## src/rtl/sb_defs_pkg.sv

```systemverilog
// Shared definitions for the store buffer: sizing constants, the full byte-enable
// pattern, and the layout of one buffered store.
package sb_defs;

  localparam int SB_DEPTH = 4;
  localparam int SB_PTR_W = $clog2(SB_DEPTH);
  localparam int SB_AW    = 32;

  localparam logic [3:0] BE_FULL = 4'hF;

  // Only the word address is kept; the byte offset never takes part in matching.
  typedef struct packed {
    logic              valid;
    logic [SB_AW-3:0]  addr;
    logic [31:0]       data;
    logic [3:0]        be;
    logic [31:0]       pc;
  } sb_entry_t;

endpackage

```

## src/rtl/sb_match.sv

```systemverilog
// Parallel word-address comparator with a youngest-first priority select.
// The youngest entry is the one just behind tail, so the search walks backwards from there.
module sb_match #(
  parameter int DEPTH  = 4,
  parameter int WORD_W = 30,
  parameter int PTR_W  = $clog2(DEPTH)
) (
  input  logic [DEPTH-1:0]             valid,
  input  logic [DEPTH-1:0][WORD_W-1:0] word_addr,
  input  logic [DEPTH-1:0]             full_be,
  input  logic [WORD_W-1:0]            ld_word,
  input  logic [PTR_W-1:0]             tail,
  output logic                         hit,
  output logic [PTR_W-1:0]             idx,
  output logic                         be_full
);

  logic [DEPTH-1:0] match;
  logic [PTR_W-1:0] slot;

  always_comb begin
    for (int i = 0; i < DEPTH; i++) begin
      match[i] = valid[i] && (word_addr[i] == ld_word);
    end
  end

  // First match found while walking from tail-1 towards the head wins.
  always_comb begin
    hit     = 1'b0;
    idx     = '0;
    be_full = 1'b0;
    slot    = '0;
    for (int k = 1; k <= DEPTH; k++) begin
      slot = tail - PTR_W'(k);
      if (!hit && match[slot]) begin
        hit     = 1'b1;
        idx     = slot;
        be_full = full_be[slot];
      end
    end
  end

endmodule

```

## src/rtl/store_buffer.sv

```systemverilog
// In-order store FIFO between execute and data memory, with load forwarding
// for fully covering stores and a stall for partially covering ones.
module store_buffer
  import sb_defs::*;
#(
  parameter int DEPTH = SB_DEPTH,
  parameter int AW    = SB_AW
) (
  input  logic          clk,
  input  logic          reset,
  input  logic          st_valid,
  input  logic [AW-1:0] st_addr,
  input  logic [31:0]   st_data,
  input  logic [3:0]    st_be,
  input  logic [31:0]   st_pc,
  output logic          st_ready,
  input  logic          ld_valid,
  input  logic [AW-1:0] ld_addr,
  output logic          ld_fwd,
  output logic [31:0]   ld_data,
  output logic          ld_stall,
  output logic          dm_we,
  output logic [AW-1:0] dm_addr,
  output logic [31:0]   dm_wdata,
  output logic [3:0]    dm_be,
  output logic [31:0]   dm_pc,
  input  logic          dm_ready,
  output logic          empty
);

  localparam int PTR_W  = $clog2(DEPTH);
  localparam int WORD_W = AW - 2;

  sb_entry_t        entries [DEPTH];
  logic [PTR_W-1:0] head;
  logic [PTR_W-1:0] tail;
  logic [PTR_W:0]   count;

  logic enq;
  logic deq;

  logic [DEPTH-1:0]             ent_valid;
  logic [DEPTH-1:0][WORD_W-1:0] ent_word;
  logic [DEPTH-1:0]             ent_full;
  logic                         m_hit;
  logic [PTR_W-1:0]             m_idx;
  logic                         m_full;

  logic unused_bits;
  assign unused_bits = ^{st_addr[1:0], ld_addr[1:0]};

  assign st_ready = (count < (PTR_W+1)'(DEPTH));
  assign empty    = (count == '0);
  assign dm_we    = !empty;
  assign enq      = st_valid && st_ready && (st_be != 4'b0000);
  assign deq      = dm_we && dm_ready;

  // Pointers and occupancy; simultaneous enqueue/dequeue leaves count unchanged.
  always_ff @(posedge clk or posedge reset) begin
    if (reset) begin
      head  <= '0;
      tail  <= '0;
      count <= '0;
    end else begin
      if (enq) tail <= tail + 1'b1;
      if (deq) head <= head + 1'b1;
      if (enq && !deq)      count <= count + 1'b1;
      else if (!enq && deq) count <= count - 1'b1;
    end
  end

  // Enqueue and dequeue never target the same slot: enq needs a free slot, deq a full one.
  always_ff @(posedge clk or posedge reset) begin
    if (reset) begin
      for (int i = 0; i < DEPTH; i++) begin
        entries[i] <= '0;
      end
    end else begin
      if (deq) entries[head].valid <= 1'b0;
      if (enq) begin
        entries[tail].valid <= 1'b1;
        entries[tail].addr  <= st_addr[AW-1:2];
        entries[tail].data  <= st_data;
        entries[tail].be    <= st_be;
        entries[tail].pc    <= st_pc;
      end
    end
  end

  always_comb begin
    for (int i = 0; i < DEPTH; i++) begin
      ent_valid[i] = entries[i].valid;
      ent_word[i]  = entries[i].addr;
      ent_full[i]  = (entries[i].be == BE_FULL);
    end
  end

  sb_match #(
    .DEPTH  (DEPTH),
    .WORD_W (WORD_W),
    .PTR_W  (PTR_W)
  ) u_match (
    .valid     (ent_valid),
    .word_addr (ent_word),
    .full_be   (ent_full),
    .ld_word   (ld_addr[AW-1:2]),
    .tail      (tail),
    .hit       (m_hit),
    .idx       (m_idx),
    .be_full   (m_full)
  );

  assign ld_fwd   = ld_valid && m_hit && m_full;
  assign ld_stall = ld_valid && m_hit && !m_full;
  assign ld_data  = ld_fwd ? entries[m_idx].data : 32'h0;

  // Memory-side outputs are held at zero whenever nothing is presented.
  always_comb begin
    dm_addr  = '0;
    dm_wdata = '0;
    dm_be    = '0;
    dm_pc    = '0;
    if (dm_we) begin
      dm_addr  = {entries[head].addr, 2'b00};
      dm_wdata = entries[head].data;
      dm_be    = entries[head].be;
      dm_pc    = entries[head].pc;
    end
  end

endmodule

```

## config.mk

```make
export PLATFORM = sky130hd
export DESIGN_NAME = store_buffer
export DESIGN_NICKNAME = d
export VERILOG_FILES = /design/src/rtl/sb_defs_pkg.sv /design/src/rtl/sb_match.sv /design/src/rtl/store_buffer.sv
export SDC_FILE = /design/constraint.sdc
export NUM_CORES = 1
export LEC_CHECK = 0
export ABC_CLOCK_PERIOD_IN_PS = 15050
export CORE_MARGIN = 2
export CORE_UTILIZATION = 53
export CTS_BUF_LIST = sky130_fd_sc_hd__clkbuf_2
export DETAILED_ROUTE_END_ITERATION = 7
export GPL_TIMING_DRIVEN = 0
export MAX_ROUTING_LAYER = met4
export PLACE_DENSITY_LB_ADDON = 0.12
export SLEW_MARGIN = 25
export SYNTH_ARGS = -nofsm -noshare
export SYNTH_HDL_FRONTEND = slang
export SYNTH_SLANG_ARGS = --single-unit
```

## constraint.sdc

```tcl
create_clock -name clk -period 15.05 [get_ports clk]
set_input_delay 3.01 -clock clk [delete_from_list [all_inputs] [get_ports clk]]
set_output_delay 3.01 -clock clk [all_outputs]
set_load 0.02 [all_outputs]
```

==> results list, run 1 <==
- After detailed routing, the number of remaining DRC violations is 0.
- Worst-skew pair later-pin latency: 1.19 ns
- Port buffering added 237 buffers.
* Hold-critical path depth: 1
- Routability-driven placement finished with a final weighted congestion of 0.977.
* Area grow syn2layout: 19.2%
- Summing over every cut layer, the via total after detailed routing is 16100.
- After detailed routing, the average wire length per cell comes to 27.3 um.
- STA classifies the critical path startpoint as an input pin.
* Post-synthesis simple-gate area fraction: 0.105
- Starting utilization of the core area: 0.538
- After synthesis, the share of cell area in mux cells is 0.311.
- For the final database, setup skew stands at 0.0957 ns.
- Summing all multi-input logic gate instances after layout gives 11200 sq um.
- TritonCTS built the clock tree.
- Yosys printed 0 warnings.
- Number of clock buffers inserted by TritonCTS: 107
- Of the total synthesized cell area, the portion taken by full adders, half adders and majority gates is 0.00602.
- Sw power: 0.00252 W
- Data arrival at the endpoint of the critical path: 7.78 ns
* Endpoints failing hold: 0
* Sequential power share: 0.325
- In this run the cell area of the synthesized design comes to 22000 sq um.
- Internal power: 0.00374 W
- Timing would allow up to 0.0927 GHz.
- Once detail routing completed, the nets flagged for antenna violations numbered 0.
- Layout net count: 2139
- Worst hold path type: flop to flop
- After synthesis, the share of flip-flops with an asynchronous set or reset is 1.00.
- Maximum number of pins on one net before global-route repair: 100
- Wire length of the first global-routing pass: 107000 um
* Number of gates resized after CTS: 0
- Of the total power, the clock network draws 0.126.
- The first detailed-routing pass ran for 5 iterations.
- The floorplan has 74 rows.
- Depth of the most critical reg-to-reg path: 8
- Max-cap violations in this run came to 0.
* Final count of pins violating max slew: 0
- In this run, synthesis produced a sequential element count of 403.
- Floorplan core area: 40900 sq um
- Share of final-layout standard cells stronger than drive strength 1: 0.386
- Sequential share of the synthesized area: 0.458
- Number of flops mapped to enable cells by yosys: 0
* Status: finished, final reports clean
* Synth Flop Type: sky130_fd_sc_hd__dfrtp_1
* Fraction of the mapped netlist area in compound gates: 0.0310
- Worst slew pin tran: 1.13 ns
- The number of antenna violations at the first check in global routing came to 7.
- Overflow left after global routing: 0
* Iteration-0 DRC count of the detailed router: 1381
- Including well taps, the total number of placed cells is 2414.
- Hold repair after CTS inserted 0 buffers.
- Via count of the first global-routing pass: 16900
- Top-Level Pins: 274
* Final setup TNS: 0 ns
- The die covers 43200 sq um.
- The tree is rooted in a sky130_fd_sc_hd__clkbuf_2.
- Fill count: 3255
* Min Hold Slack: 0.506 ns
- Using the TritonRoute via totals, the vias-per-cell ratio works out to 6.15.
* Portion of total power attributed to combinational logic: 0.549
- Sinks on the clock net: 403
* Unique cell type count in the Yosys netlist: 55
- Type of destination of the critical path: primary output
* Total global-route track usage: 0.344
- Post-detailed-placement cell area: 25200 sq um
- Die boundary width: 208 um
* Setup-failing EPs final: 0
- Of the total synthesized cell area, the portion taken by XOR and XNOR cells is 0.0569.
- After routing the design area is 26200 sq um.
* Sw Ratio: 0.403
- Crit share post-route: 0.717
- Power spread over the standard cell area amounts to 239 nW/um^2.
* Sequential cell area in the final layout: 10100 sq um
- Synthesized area per cell: 13.4 sq um
- After synthesis, the largest family of logic cells by area is multiplexers.
* Critical Path Fanout Max: 10
- The worst-case IR drop observed on VDD is 0.191 mV.
* Max transition margin: 0.249
- Once detailed placement completed, the half-perimeter wirelength came to 52200 um.
- Worst setup timing slack at the placement stage: 4.35 ns
- Post-CTS setup buffer count: 0
- Leakage Power: 10.8 nW
- The H-tree was split into 3 levels.
- Category of the most critical setup path: input pin to primary output
- In the post-route analysis, the smallest setup slack over all paths is 4.26 ns.
* Vertical die dimension: 208 um
- Maximum count of clock buffers along a single path: 3
- Min Clock Period, post-route: 10.79 ns
* CTS clock-pin slew for the worst setup and hold paths: 0.08 ns
- Wires add up to 71400 um.
- After technology mapping, the gate count stands at 1638.
* Count of placed standard cells in the final layout, fillers left out: 2618
- Setup repair after global routing missed its margin: false
- At the worst endpoint, the required time is 12.04 ns.
## per-layer routing
metal,up-vias,share of wire,GRT usage
met4,0,0.029,0.116
met1,8403,0.42,0.460
met3,138,0.078,0.0823
met2,694,0.47,0.520
met5,-,0,-
li1,6875,-,-
## through the flow
| stage | util | total power (W) |
|---|---|---|
| 2_1_floorplan | - | 0.00416 |
| 3_3_place_gp | 0.612 | 0.00539 |
| 3_5_place_dp | 0.616 | 0.00547 |
| 4_1_cts | 0.640 | 0.00627 |
| 5_1_grt | 0.641 | 0.00659 |
| 6_report | 0.641 | 0.00627 |
## cells in the mapped netlist, types with 6 or more instances
library cell | n | area, sq um
sky130_fd_sc_hd__dfrtp_1 | 403 | 10100
sky130_fd_sc_hd__buf_2 | 22 | 110
sky130_fd_sc_hd__mux2_2 | 395 | 4450
sky130_fd_sc_hd__and3_1 | 65 | 407
sky130_fd_sc_hd__nor4_2 | 34 | 425
sky130_fd_sc_hd__nand4_1 | 61 | 382
sky130_fd_sc_hd__and2_1 | 100 | 626
sky130_fd_sc_hd__inv_1 | 6 | 22.5
sky130_fd_sc_hd__nor4_1 | 11 | 68.8
sky130_fd_sc_hd__xnor2_2 | 21 | 342
sky130_fd_sc_hd__clkbuf_1 | 82 | 308
sky130_fd_sc_hd__nor2_1 | 11 | 41.3
sky130_fd_sc_hd__buf_1 | 20 | 75.1
sky130_fd_sc_hd__xnor2_1 | 103 | 902
sky130_fd_sc_hd__ha_1 | 9 | 113
sky130_fd_sc_hd__buf_6 | 13 | 146
sky130_fd_sc_hd__mux2i_1 | 9 | 90.1
sky130_fd_sc_hd__nand2_1 | 28 | 105
sky130_fd_sc_hd__nand3_1 | 25 | 125
sky130_fd_sc_hd__mux4_2 | 102 | 2300
sky130_fd_sc_hd__a211oi_1 | 65 | 488
## power by group through the flow
stage,sequential [W],clock [W],combinational [W]
finish,0.00204,0.000788,0.00344
global route,0.00210,0.000861,0.00362
CTS,0.00202,0.000806,0.00344
detailed placement,0.00205,0,0.00342
global placement,0.00201,0,0.00337
floorplan,0.00192,0,0.00224
## cell type report
cell class	count	area share
Clock buffer	164	0.0313
Clock inverter	25	0.00586
Tap cell	532	0.0254
Antenna cell	14	0.00134
Multi-Input combinational cell	1085	0.428
Inverter	9	0.00157
Timing Repair Buffer	244	0.0953
Sequential cell	403	0.384
Buffer	142	0.0267
## registers in the layout, summed over array words and instances (netlist names)
name and flops:
entries 272, ent_word 120, ent_valid 4, count 3, head 2, tail 2
## cell families after synthesis
family,Yosys count
flops,403
buf+inv,151
mux,507
xor+xnor,125
compound gates,91
simple gates,350
fa+ha+maj,10
other cells,1
## worst paths after layout
kind                              startpoint            to  slack (ns)
worst min-delay path            entries[217]  entries[217]        0.51
max in group asynchronous              reset   entries[10]       11.53
worst max register to register       tail[0]  ent_word[69]       11.07
worst max-delay path              ld_addr[4]   ld_data[31]        4.26
worst min register to register  entries[217]  entries[217]        0.51
min in group asynchronous              reset  ent_word[49]        2.21
## cells in the final DEF (no fill, tap or decap), drive strengths merged, types with 2 or more instances in the layout
master,count
nand3,25
nor3,3
and3,65
clkinv,23
mux2i,9
a22oi,2
mux4,102
clkdlybuf4s50,237
bufinv,2
o2111ai,2
clkbuf,252
nand2,28
dfrtp,403
nand4,61
and2,104
a21oi,5
inv,8
nor2,11
xnor2,124
or3,2
conb,2
o21ai,5
o22ai,2
diode,14
ha,9
mux2,396
buf,61
a211oi,65
nor4,47
## critical path: stages
cell and delay, ns:
sky130_fd_sc_hd__buf_6 0.11, sky130_fd_sc_hd__xnor2_1 0.56, sky130_fd_sc_hd__nand4_1 0.18, sky130_fd_sc_hd__nor4_1 0.76, sky130_fd_sc_hd__and2_1 0.31, sky130_fd_sc_hd__a2111oi_0 0.09, sky130_fd_sc_hd__a22oi_1 0.44, sky130_fd_sc_hd__buf_2 0.32
sky130_fd_sc_hd__clkbuf_1 0.49, sky130_fd_sc_hd__and3_1 0.23, sky130_fd_sc_hd__a211oi_1 0.05, sky130_fd_sc_hd__nor4_1 0.50, sky130_fd_sc_hd__clkdlybuf4s50_1 0.72
Power figures use the tool's default switching activity.
==> inputs of run 2 (changes only) <==
--- a/config.mk
+++ b/config.mk
@@ -5,7 +5,7 @@
 export SDC_FILE = /design/constraint.sdc
 export NUM_CORES = 1
 export LEC_CHECK = 0
-export ABC_CLOCK_PERIOD_IN_PS = 15050
+export ABC_CLOCK_PERIOD_IN_PS = 9900
 export CORE_MARGIN = 2
 export CORE_UTILIZATION = 53
 export CTS_BUF_LIST = sky130_fd_sc_hd__clkbuf_2
==> constraint.sdc (replaced) <==
create_clock -name clk -period 9.9 [get_ports clk]
set_input_delay 1.98 -clock clk [delete_from_list [all_inputs] [get_ports clk]]
set_output_delay 1.98 -clock clk [all_outputs]
set_load 0.02 [all_outputs]
==> run 2 against run 1 <==
Effect of this change: register-to-register slack lost 5.2 ns; design area grew 1.1%; total power grew 53%; combinational power grew 53%; utilization grew 0.69 points; wire length is essentially flat; clock-buffer cell count grew 4; sequential share of layout area shrank 0.41 points; critical endpoint is now ld_data[2]; largest power group unchanged.
==> results list, run 2 (same netlist as run 1, synthesis figures left out) <==
* Leakage Power: 10.9 nW (+1.2%)
- The measured slew at the worst slew-check pin is 1.14 ns (+0.0109 ns).
- Endpoint required time on the critical path: 7.92 ns (-4.12 ns)
- Maximum number of pins on one net before global-route repair: 32 (-68%)
- The hold violation count in the final report came to 0 (unchanged).
* Pre-antenna DRT Iters: 7 (+2)
- The critical path is of the input pin to primary output type.
- Sinks on the clock net: 403 (unchanged)
- Share of final-layout standard cells stronger than drive strength 1: 0.389 (+0.00319)
- Via count normalized by instance count: 6.16 (about the same)
- CTS clock-pin slew for the worst setup and hold paths: 0.09 ns (about the same)
- Count of placed standard cells in the final layout, fillers left out: 2636 (+0.69%)
- The cell count after placement came to 2426 (+0.50%).
- The number of I/O pins came to 274 (unchanged).
- In the layout the commonest cells are 403 x sky130_fd_sc_hd__dfrtp_1, 395 x sky130_fd_sc_hd__mux2_2, 237 x sky130_fd_sc_hd__clkdlybuf4s50_1, 180 x sky130_fd_sc_hd__clkbuf_2, 103 x sky130_fd_sc_hd__xnor2_1.
- Critical Path Fanout Max: 10 (unchanged)
- Residual antenna-violating net count after detailed routing: 0 (unchanged)
- entries holds more flip-flops than any other register.
- The final core area utilization was 0.648 (+0.00688).
* PD cells: 362 nW/um^2 (+51%)
* Vias post-DR: 16200 (+0.78%)
- Die boundary width: 208 um (unchanged)
* CTS Hold Buffers Added: 0 (unchanged)
- The effective utilization at floorplan was 0.538 (unchanged).
* Maximum capacitance violations: 0 (unchanged)
- The later-pin clock latency in the skew report was 1.21 ns (+0.02 ns).
- Antenna violations before repair: 10 (+3)
* Crit share post-route: 0.887
* Final routed wire length divided by cell count: 27.1 um (-0.67%)
- The worst setup path is captured at a primary output.
- Total global-route track usage: 0.343 (-0.00141)
- The worst-case setup margin in the final layout came to 1.12 ns (-3.14 ns).
- STA classifies the critical path startpoint as an input pin.
* Wire length of the first global-routing pass: 107000 um (-0.13%)
* Max reg flops: 272 (unchanged)
- The count of endpoints failing setup in the final report was 0 (unchanged).
* Area of the die: 43200 sq um (unchanged)
* Hold path startpoint: entries[212]
- The port buffer count was 237 (unchanged).
- Fill count: 3202 (-1.6%)
- Setup repair after global routing left no endpoint under its margin.
* Vertical die dimension: 208 um (unchanged)
- Detailed placement HPWL: 53000 um (+1.5%)
- The number of H-tree levels came to 3 (unchanged).
- The number of nets at the end of the flow was 2152 (+0.61%).
- The data arrival at the endpoint of the critical path is 6.80 ns (-0.98 ns).
* Final count of pins violating max slew: 0 (unchanged)
* Post-route clock skew: 0.111 ns (+0.0156 ns)
- TritonCTS built the clock tree.
* Post-CTS setup buffer count: 0 (unchanged)
- Min Clock Period, post-route: 8.78 ns
- Floorplan core area: 40900 sq um (unchanged)
* Number of clock buffers inserted by TritonCTS: 108 (+0.93%)
- The iteration-0 DRC count of the detailed router came to 1290 (-6.6%).
- Worst hold path type: flop to flop
- Max transition margin: 0.242 (-0.00724)
- The final global-route overflow total is 0 (unchanged).
* Setup slack on the worst flop-to-flop path: 5.89 ns (-5.18 ns)
* Area grow syn2layout: 20.4%
* Worst setup timing slack at the placement stage: 1.25 ns (-3.10 ns)
* Placer congestion estimate: 1.01 (+3.7%)
- Routed wire length: 71400 um (about the same)
- Leaving out fill and tap cells, the most frequent cell in the layout is sky130_fd_sc_hd__dfrtp_1.
* Number of gates resized after CTS: 0 (unchanged)
- Peak clock frequency supported by timing: 0.114 GHz
* Buffer cell driving the clock tree root: sky130_fd_sc_hd__clkbuf_2
* Reg-to-Reg Start: tail[0]
- The flow ran to the end, and the final reports show no timing, DRC or antenna violations.
- Via count of the first global-routing pass: 16700 (-0.79%)
- Maximum count of clock buffers along a single path: 3 (unchanged)
- Number of placement rows: 74 (unchanged)
- Remaining DRCs: 0 (unchanged)
* Critical Path Source: ld_addr[14]
* Worst supply voltage drop on vdd: 0.293 mV (+53%)
-- run 2: changes by cell type in the layout (fill, tap and decap cells not counted), sizes merged --
cell / before / now
inv: 8 / 7
bufinv: 2 / 3
diode: 14 / 13
clkinv: 23 / 25
clkinvlp: 1 / 2
clkbuf: 252 / 256
buf: 61 / 73
-- run 2: path summary, 6_finish.rpt --
| check | end | cells past startpoint |
|---|---|---|
| worst max-delay path | ld_data[2] | 12 |
| worst min-delay path | entries[212] | 1 |
| worst max register to register | ent_word[81] | 8 |
| worst min register to register | entries[212] | 1 |
| max in group asynchronous | count[0] | 8 |
| min in group asynchronous | entries[313] | 2 |
-- run 2: layout make-up --
class / instances / area (sq um) / area share
sequential: 403 / 10100 / 0.380
clock buffer: 168 / 841 / 0.0317
tap: 532 / 666 / 0.0251
timing repair buffer: 256 / 2730 / 0.103
buffer: 142 / 698 / 0.0263
clock inverter: 28 / 194 / 0.00731
antenna: 13 / 32.5 / 0.00123
multi-input combinational: 1085 / 11200 / 0.424
inverter: 9 / 37.5 / 0.00142
-- run 2: power by group --
group          leakage (nW)  internal [W]  total, W  switching (W)
clock                 0.786      0.000526   0.00125       0.000725
combinational          5.24       0.00274   0.00525        0.00251
sequential             4.85       0.00248   0.00309       0.000616
-- run 2: worst max-delay path, cell delays in order --
cell                              delay, ns
sky130_fd_sc_hd__buf_6                 0.11
sky130_fd_sc_hd__xnor2_1               0.54
sky130_fd_sc_hd__nand3_1               0.17
sky130_fd_sc_hd__nor4_1                0.70
sky130_fd_sc_hd__and2_1                0.30
sky130_fd_sc_hd__a222oi_1              0.13
sky130_fd_sc_hd__o22ai_1               0.83
sky130_fd_sc_hd__clkbuf_1              0.46
sky130_fd_sc_hd__and3_1                0.24
sky130_fd_sc_hd__a211oi_1              0.05
sky130_fd_sc_hd__nor4_1                0.53
sky130_fd_sc_hd__clkdlybuf4s50_1       0.74
-- run 2: through the flow --
stage / total power (W) / setup TNS (ns) / instance area, sq um / hold WS [ns]
finish: 0.00959 / 0 / 26500 / 0.506
detailed placement: 0.00832 / 0 / 25400 / 0.488
floorplan: 0.00633 / 0 / 22000 / 0.465
global route: 0.0101 / 0 / 26500 / 0.521
global placement: 0.00819 / -73.51 / 25100 / 0.482
CTS: 0.00959 / 0 / 26500 / 0.508
-- run 2: layer usage --
layer,vias up,GRT usage,part of all wire
li1,6908,-,-
met1,8467,0.460,0.42
met2,734,0.518,0.47
met3,127,0.0817,0.078
met4,0,0.109,0.027
met5,-,-,0
